<file path="src/rtl/aib_rx_align_pkg.sv">
// Shared definitions for the AIB receive word aligner: FSM state encoding
// and the default word width / lock threshold.
package aib_rx_align_pkg;

    localparam int AIB_RX_WORD_W   = 20;
    localparam int AIB_RX_LOCK_CNT = 4;

    typedef enum logic [1:0] {
        ST_IDLE   = 2'd0,
        ST_HUNT   = 2'd1,
        ST_VERIFY = 2'd2,
        ST_LOCKED = 2'd3
    } align_state_t;

endpackage

</file>
<file path="src/rtl/aib_rx_marker_match.sv">
// Combinational marker comparator. The window holds WORD_W+1 stream bits
// (bit 0 oldest, MSB = current data1). The even candidate is the upper
// WORD_W bits (ending at data1), the odd candidate the lower WORD_W bits
// (ending at data0).
module aib_rx_marker_match
    import aib_rx_align_pkg::*;
#(
    parameter int WORD_W = AIB_RX_WORD_W
) (
    input  logic [WORD_W:0]   window,
    input  logic [WORD_W-1:0] marker,
    output logic              even_hit,
    output logic              odd_hit
);

    logic [WORD_W-1:0] even_eq;
    logic [WORD_W-1:0] odd_eq;

    generate
        for (genvar gi = 0; gi < WORD_W; gi++) begin : g_bit_eq
            assign even_eq[gi] = window[gi+1] ~^ marker[gi];
            assign odd_eq[gi]  = window[gi]   ~^ marker[gi];
        end
    endgenerate

    assign even_hit = &even_eq;
    assign odd_hit  = &odd_eq;

endmodule

</file>
<file path="src/rtl/aib_rx_word_aligner.sv">
// AIB receive word aligner: takes the retimed DDR bit pair each cycle,
// hunts for the alignment marker at both bit offsets, verifies it on
// consecutive word boundaries and then emits aligned words.
// Optional feature: define AIB_RX_ALIGN_RELOCK_CNT_EN to add o_relock_cnt,
// a saturating count of exits from the locked state.
module aib_rx_word_aligner
    import aib_rx_align_pkg::*;
#(
    parameter int WORD_W   = AIB_RX_WORD_W,
    parameter int LOCK_CNT = AIB_RX_LOCK_CNT
) (
    input  logic              i_clk,
    input  logic              i_rst_n,
    input  logic              c_align_en,
    input  logic [WORD_W-1:0] c_marker,
    input  logic              i_realign,
    input  logic              i_rx_data0,
    input  logic              i_rx_data1,
    output logic [WORD_W-1:0] o_data,
    output logic              o_valid,
    output logic              o_locked,
    output logic              o_bit_slip
`ifdef AIB_RX_ALIGN_RELOCK_CNT_EN
    ,
    output logic [7:0]        o_relock_cnt
`endif
);

    localparam int HALF = WORD_W / 2;
    localparam int PH_W = (HALF > 1) ? $clog2(HALF) : 1;
    localparam logic [PH_W-1:0] PH_LAST  = PH_W'(HALF - 1);
    localparam logic [3:0]      LOCK_TGT = 4'(LOCK_CNT);
    localparam bit              DIRECT_LOCK = (LOCK_CNT == 1);

    align_state_t      state_reg, state_next;
    logic [WORD_W-2:0] hist_reg;
    logic [PH_W-1:0]   phase_reg, phase_next;
    logic [3:0]        hit_reg, hit_next;
    logic              slip_reg, slip_next;
    logic              valid_reg, valid_next;
    logic [WORD_W-1:0] data_reg;

    // Previous WORD_W-1 bits plus the current pair: WORD_W+1 bits of stream
    logic [WORD_W:0]   window;
    logic [WORD_W-1:0] sel_window;
    logic              even_hit, odd_hit, sel_hit, boundary;

    assign window     = {i_rx_data1, i_rx_data0, hist_reg};
    assign sel_window = slip_reg ? window[WORD_W-1:0] : window[WORD_W:1];
    assign sel_hit    = slip_reg ? odd_hit : even_hit;
    assign boundary   = (phase_reg == PH_LAST);

    aib_rx_marker_match #(
        .WORD_W (WORD_W)
    ) u_match (
        .window   (window),
        .marker   (c_marker),
        .even_hit (even_hit),
        .odd_hit  (odd_hit)
    );

    // Next-state logic: enable low dominates, then realign, then normal flow
    always_comb begin
        state_next = state_reg;
        phase_next = boundary ? '0 : phase_reg + PH_W'(1);
        hit_next   = hit_reg;
        slip_next  = slip_reg;
        valid_next = 1'b0;
        if (!c_align_en) begin
            state_next = ST_IDLE;
            hit_next   = '0;
            phase_next = '0;
        end else begin
            case (state_reg)
                ST_IDLE: begin
                    state_next = ST_HUNT;
                    hit_next   = '0;
                    phase_next = '0;
                end
                ST_HUNT: begin
                    if (i_realign) begin
                        hit_next   = '0;
                        phase_next = '0;
                    end else if (even_hit || odd_hit) begin
                        // Even offset wins a tie
                        slip_next  = !even_hit;
                        phase_next = '0;
                        hit_next   = 4'd1;
                        state_next = DIRECT_LOCK ? ST_LOCKED : ST_VERIFY;
                    end
                end
                ST_VERIFY: begin
                    if (i_realign) begin
                        state_next = ST_HUNT;
                        hit_next   = '0;
                    end else if (boundary) begin
                        if (sel_hit) begin
                            hit_next = hit_reg + 4'd1;
                            if (hit_reg + 4'd1 == LOCK_TGT) begin
                                state_next = ST_LOCKED;
                            end
                        end else begin
                            state_next = ST_HUNT;
                            hit_next   = '0;
                        end
                    end
                end
                ST_LOCKED: begin
                    if (i_realign) begin
                        state_next = ST_HUNT;
                        hit_next   = '0;
                    end else if (boundary) begin
                        valid_next = 1'b1;
                    end
                end
                default: begin
                    state_next = ST_IDLE;
                end
            endcase
        end
    end

    // State, history and output registers
    always_ff @(posedge i_clk or negedge i_rst_n) begin
        if (!i_rst_n) begin
            state_reg <= ST_IDLE;
            hist_reg  <= '0;
            phase_reg <= '0;
            hit_reg   <= '0;
            slip_reg  <= 1'b0;
            valid_reg <= 1'b0;
            data_reg  <= '0;
        end else begin
            state_reg <= state_next;
            hist_reg  <= window[WORD_W:2];
            phase_reg <= phase_next;
            hit_reg   <= hit_next;
            slip_reg  <= slip_next;
            valid_reg <= valid_next;
            if (valid_next) begin
                data_reg <= sel_window;
            end
        end
    end

    assign o_data     = data_reg;
    assign o_valid    = valid_reg;
    assign o_locked   = (state_reg == ST_LOCKED);
    assign o_bit_slip = slip_reg;

`ifdef AIB_RX_ALIGN_RELOCK_CNT_EN
    logic [7:0] relock_cnt_reg;

    // Count every departure from LOCKED, saturating at 255
    always_ff @(posedge i_clk or negedge i_rst_n) begin
        if (!i_rst_n) begin
            relock_cnt_reg <= '0;
        end else if (state_reg == ST_LOCKED && state_next != ST_LOCKED
                     && relock_cnt_reg != 8'hFF) begin
            relock_cnt_reg <= relock_cnt_reg + 8'd1;
        end
    end

    assign o_relock_cnt = relock_cnt_reg;
`endif

endmodule

</file>
<file path="config.mk">
export PLATFORM = sky130hd
export DESIGN_NAME = aib_rx_word_aligner
export DESIGN_NICKNAME = d
export VERILOG_FILES = /design/src/rtl/aib_rx_align_pkg.sv /design/src/rtl/aib_rx_marker_match.sv /design/src/rtl/aib_rx_word_aligner.sv
export SDC_FILE = /design/constraint.sdc
export NUM_CORES = 1
export LEC_CHECK = 0
export ABC_CLOCK_PERIOD_IN_PS = 4600
export CORE_MARGIN = 4
export CORE_UTILIZATION = 30
export DETAILED_ROUTE_END_ITERATION = 6
export DONT_BUFFER_PORTS = 1
export PLACE_DENSITY = 0.5
export SLEW_MARGIN = 15
export SYNTH_ARGS = -nofsm -noshare
export SYNTH_HDL_FRONTEND = slang
export SYNTH_SLANG_ARGS = --single-unit
export TNS_END_PERCENT = 50
</file>
<file path="constraint.sdc">
create_clock -name i_clk -period 4.6 [get_ports i_clk]
set_input_delay 1.15 -clock i_clk [delete_from_list [all_inputs] [get_ports i_clk]]
set_output_delay 1.15 -clock i_clk [all_outputs]
set_load 0.005 [all_outputs]
</file>
## Word-level counts from Yosys, hierarchy flattened

Cells that the tools add are included.
W data, S select, Z words.

- Reductions and logical operators: 8
- Add/subtract/negate cells: 2
- Muxes and demuxes: 28
- Bitwise gates (word level): 41
- Eq/ne operators: 11

Operator list:

| kind | number |
|---|---|
| $mux W4 | 11 |
| $reduce_and A20 Y1 | 2 |
| $xnor A1 B1 Y1 | 40 |
| $mux W20 | 1 |
| $mux W2 | 8 |
| $pmux W4 S4 | 1 |
| $ne A3 B3 Y1 const B | 3 |
| $add A4 B1 Y4 const B | 2 |
| $ne A4 B4 Y1 const B | 2 |
| $pmux W2 S4 | 1 |
| $pmux W4 S2 | 1 |
| $mux W1 | 5 |
| $ne A5 B5 Y1 const B | 1 |
| $reduce_and A5 Y1 | 1 |
| $eq A2 B2 Y1 const B | 2 |
| $eq A4 B3 Y1 const B | 1 |
| $eq A4 B4 Y1 const B | 1 |
| $reduce_and A4 Y1 | 1 |
| $reduce_and A3 Y1 | 1 |
| $eq A2 B1 Y1 const B | 1 |
| $logic_not A2 Y1 | 1 |
| $logic_not A1 Y1 | 1 |
| $logic_or A1 B1 Y1 | 1 |
| $not A1 Y1 | 1 |

- Word-level logic and storage cells: 97
- Flip-flop bits (word level): 51

## Logic depth before layout (Yosys ltp)

- Word-level depth: 8
- Depth in mapped cells: 8
- Gate-level depth less buffers: 8

## By module

Synthesis repeated with hierarchy kept, for this count alone.

- Cell total of the unflattened synthesis: 238
- Area, all modules: 2607.5 sq um

Modules (own cells, without submodules):

| module | times used | seq. area each (sq um) | area an instance (sq um) | cells an instance |
|---|---|---|---|---|
| aib_rx_word_aligner | 1 | 1276.2 | 2164.6 | 184 |
| aib_rx_marker_match | 1 | 0.0 | 442.9 | 54 |

## Worst setup path before layout

Ideal clock, no wire load.

- Path type: input to register
- Start: input port c_marker[3]
- End: register state_reg[1]
- Arrival time: 2.495 ns
- Data required time: 4.522 ns
- Slack: 2.027 ns
- Buffers on the path: 0
- Cell stages on the path: 6
- Library setup time: 0.078 ns
- Path through: xor2_1 nor4_2 nand3_2 o32ai_4 mux2_1 o2bb2ai_1

- Word-level cells in the longest chain between the ends: 8

Ends and longest elaborated chain:

| what | line | RTL |
|---|---|---|
| start, declared | aib_rx_word_aligner.sv:15 | `input logic [WORD_W-1:0] c_marker,` |
| $xnor A1 B1 Y1 (on tied branches) | aib_rx_marker_match.sv:21, aib_rx_marker_match.sv:22 |  |
| $reduce_and A20 Y1 (on tied branches) | aib_rx_marker_match.sv:26, aib_rx_marker_match.sv:27 |  |
| $mux W1 | aib_rx_word_aligner.sv:50 | `assign sel_hit = slip_reg ? odd_hit : even_hit;` |
| $mux W2 | aib_rx_word_aligner.sv:97 | `if (sel_hit) begin` |
| $mux W2 | aib_rx_word_aligner.sv:96 | `end else if (boundary) begin` |
| $mux W2 | aib_rx_word_aligner.sv:93 | `if (i_realign) begin` |
| $pmux W2 S4 | aib_rx_word_aligner.sv:74 | `case (state_reg)` |
| $mux W2 | aib_rx_word_aligner.sv:69 | `if (!c_align_en) begin` |
| end signal, assigned | aib_rx_word_aligner.sv:134 | `state_reg <= state_next;` |
| end, declared | aib_rx_word_aligner.sv:35 | `align_state_t state_reg, state_next;` |

Several ways; a longest one is shown, not always the timed one. The select of a mux whose other input is x is not followed.
A chain may end at the register's enable or synchronous reset.

## Final worst setup path

- Start: register slip_reg (netlist: o_bit_slip)
- End: output port o_bit_slip

RTL lines:

| what | line | RTL |
|---|---|---|
| start, declared | aib_rx_word_aligner.sv:39 | `logic slip_reg, slip_next;` |
| start signal, assigned | aib_rx_word_aligner.sv:138 | `slip_reg <= slip_next;` |
| end, declared | aib_rx_word_aligner.sv:22 | `output logic o_bit_slip` |

No word-level cell between the ends.

==> reports/qor.yml <==
status:
  status: "complete, no violations"
clock_network:
  htreeDepth: 2
  holdBufCountCts: 0
  postCtsSetupBuffers: 0
  clock_latency_ns: 0.30
  clock-root-buffer: "clkbuf_8"
  cts_resized: 0
  cts_buffers: 5
  cts_buffer_depth: 2
  cts_tree: "built"
  cts.sink_count: 51
  clkTransAtPathRegs_ns: 0.10
setup_path:
  endpoint: "o_bit_slip"
  rrSetupSlack_ns: 2.47
  slowest_delay_ns: 0.76
  path_delay_family: "flip-flops"
  startpoint_type: "flop"
  r2r_cells: 6
  crit_required_ns: 3.45
  crit_buf_inv: 1
  startpoint: "o_bit_slip"
  worstPathMaxFanout: 14
  path_depth: 1
  slowest_stage: "dfrtp_1"
  cp.arrival_ns: 1.41
  worstPathCellList: "buf_4"
  reg2reg_from: "hist_reg[14]"
  path_class: "flop to output port"
  reg2reg_to: "state_reg[1]"
  cp-end-kind: "output port"
global_routing:
  grt_overflow: 0
  grt_start_max_net_pins: 52
  track_usage_pct: 12.35
  antenna_found_initial: 0
  grt_pass1_wl_um: 9942
  first_global_vias: 1829
route:
  wl_per_cell_um: 16.62
  avgViaCountPerCell: 4.739
  drtAntennaViolNets: 0
  drt_wl_total_um: 5982
  drc_errors: 0
  vias: 1706
  firstDrtPassIters: 4
  initialDrtViolationCount: 78
power_and_ir_drop:
  p_clk_share_pct: 28.5
  power_frac_seq_pct: 54.7
  max-vdd-ir-drop_uv: 132.5
  swShare_pct: 29.83
  p_sw_w: 0.0002761
  power.leakage_nw: 1.207
  p_per_area_nw_per_um2: 322.9
  intPower_w: 0.0006495
  combPwrFrac_pct: 16.8
yosys:
  synthTopCellsByArea: "dfrtp_1 (48%), xor2_1 (14%), mux2i_1 (7.6%)"
  synth_seq_cells: 51
  synth_edf_count: 0
  yosys.area.top_type: "dfrtp_1"
  synth_top_flop_cell: "dfrtp_1"
  synth_seq_area_share_pct: 48.16
  avgSynthCellArea_um2: 10.64
  synth_cell_types: 36
  yosysWarnings: 0
  synthCells: 249
  synth_top_area_share_pct: 48.16
  yosysMostFrequentCell: "dfrtp_1"
  async_flop_share_pct: 100.0
  syn_area_um2: 2650
  synth_nets: 283
  synth_common_cells: "dfrtp_1 (51), xor2_1 (42), nor2_1 (31), a21oi_1 (23), mux2i_1 (20)"
hold_path:
  hold_class: "flop to flop"
layout:
  fin_area_um2: 2867
  largest_reg_flops: 20
  syn2layout_area_growth_pct: 8.168
  antenna_cells: 0
  fin_nets: 285
  drive_above_1_share_pct: 7.540
  postLayoutCoreUtil_pct: 33.03
  final_cells: 360
  num-fill-cells: 921
timing:
  rsz0062_at_grt: "false"
  fin_crit_sh_pct: 55.63
  skew_ns: 0.007383
  min_period_ns: 2.559
  maxSlewViolCount: 0
  relSlewSlack_pct: 57.28
  setup_violations: 0
  final_hold_viol_count: 0
  max_slew.worst_pin.slew_ns: 0.6408
  fin_setup_tns_ns: 0
  clock.fmax_mhz: 390.8
  whs_ns: 0.4942
placement:
  globalplace.congestion: 0.7567
  dp_cells: 352
  io_buffers: 0
  dpl_cell_area_um2: 2776
  place_hpwl_um: 4544
floorplan:
  die-area_um2: 10400
  core_area_um2: 8678
  die_h_um: 102.0
  ios: 49
  start_util_pct: 30.54
  die_width_um: 102.0
  rows: 34
flow_run:
  max_cap_violations: 0
power groups by stage:
stage / logic, W / clock network [W] / registers, W
floorplan: 0.000126 / 0 / 0.000506
global placement: 0.000153 / 0 / 0.000515
detailed placement: 0.000157 / 0 / 0.000516
CTS: 0.000157 / 0.000280 / 0.000507
global route: 0.000178 / 0.000300 / 0.000512
finish: 0.000155 / 0.000264 / 0.000507
cell type report:
type | count | area [um2] | share of cell area (%)
multi-input combinational | 186 | 1331 | 46.44
clock buffer | 6 | 72.57 | 2.532
tap | 108 | 135.1 | 4.714
clock inverter | 2 | 17.52 | 0.6111
timing repair buffer | 2 | 15.01 | 0.5238
inverter | 5 | 18.77 | 0.6547
sequential | 51 | 1276 | 44.52
cell usage in the layout, fill, tap and decap left out, types with 2 or more instances in the layout:
cell	count
dfrtp_1	51
xor2_1	42
nor2_1	30
a21oi_1	23
mux2i_1	20
nand2_1	15
nand3_1	8
ha_1	8
nor4_1	7
inv_1	5
clkbuf_8	5
nand2b_1	3
o211ai_1	3
nor4_2	2
nand3b_1	2
nor2b_1	2
clkinv_4	2
buf_4	2
metrics by stage:
stage / total power (W) / setup slack (ns)
finish: 0.0009256 / 2.041
global placement: 0.0006680 / 1.820
floorplan: 0.0006327 / 2.027
detailed placement: 0.0006726 / 1.793
global route: 0.0009902 / 1.947
CTS: 0.0009443 / 2.013
layer usage:
layer	vias to the layer above	wire [um]	GRT usage (%)
met5	-	0	0
met4	0	25	2.220
met3	2	478	5.529
met2	35	2779	18.79
met1	813	2699	16.48
li1	856	-	-
cells by family (layout without fill, tap and decap cells):
| family | after synthesis | after routing | synth area share [%] |
|---|---|---|---|
| simple gates | 78 | 78 | 15.16 |
| xor+xnor | 43 | 43 | 14.21 |
| buf+inv | 12 | 15 | 1.700 |
| mux | 21 | 21 | 7.979 |
| fa+ha+maj | 8 | 8 | 3.777 |
| flops | 51 | 51 | 48.16 |
| compound gates | 36 | 36 | 9.018 |
worst min-delay path by stage:
stage / cells past startpoint / start / slack, ns / end
CTS: 0 / hist_reg[18] / 0.50 / hist_reg[16]
finish: 0 / hist_reg[18] / 0.49 / hist_reg[16]
global route: 0 / i_rst_n / 0.49 / o_data[14]
detailed placement: 0 / hist_reg[6] / 0.47 / hist_reg[4]
global placement: 0 / hist_reg[6] / 0.47 / hist_reg[4]
floorplan: 0 / hist_reg[2] / 0.44 / hist_reg[0]
Note: power is estimated with default switching activity, not from simulation.
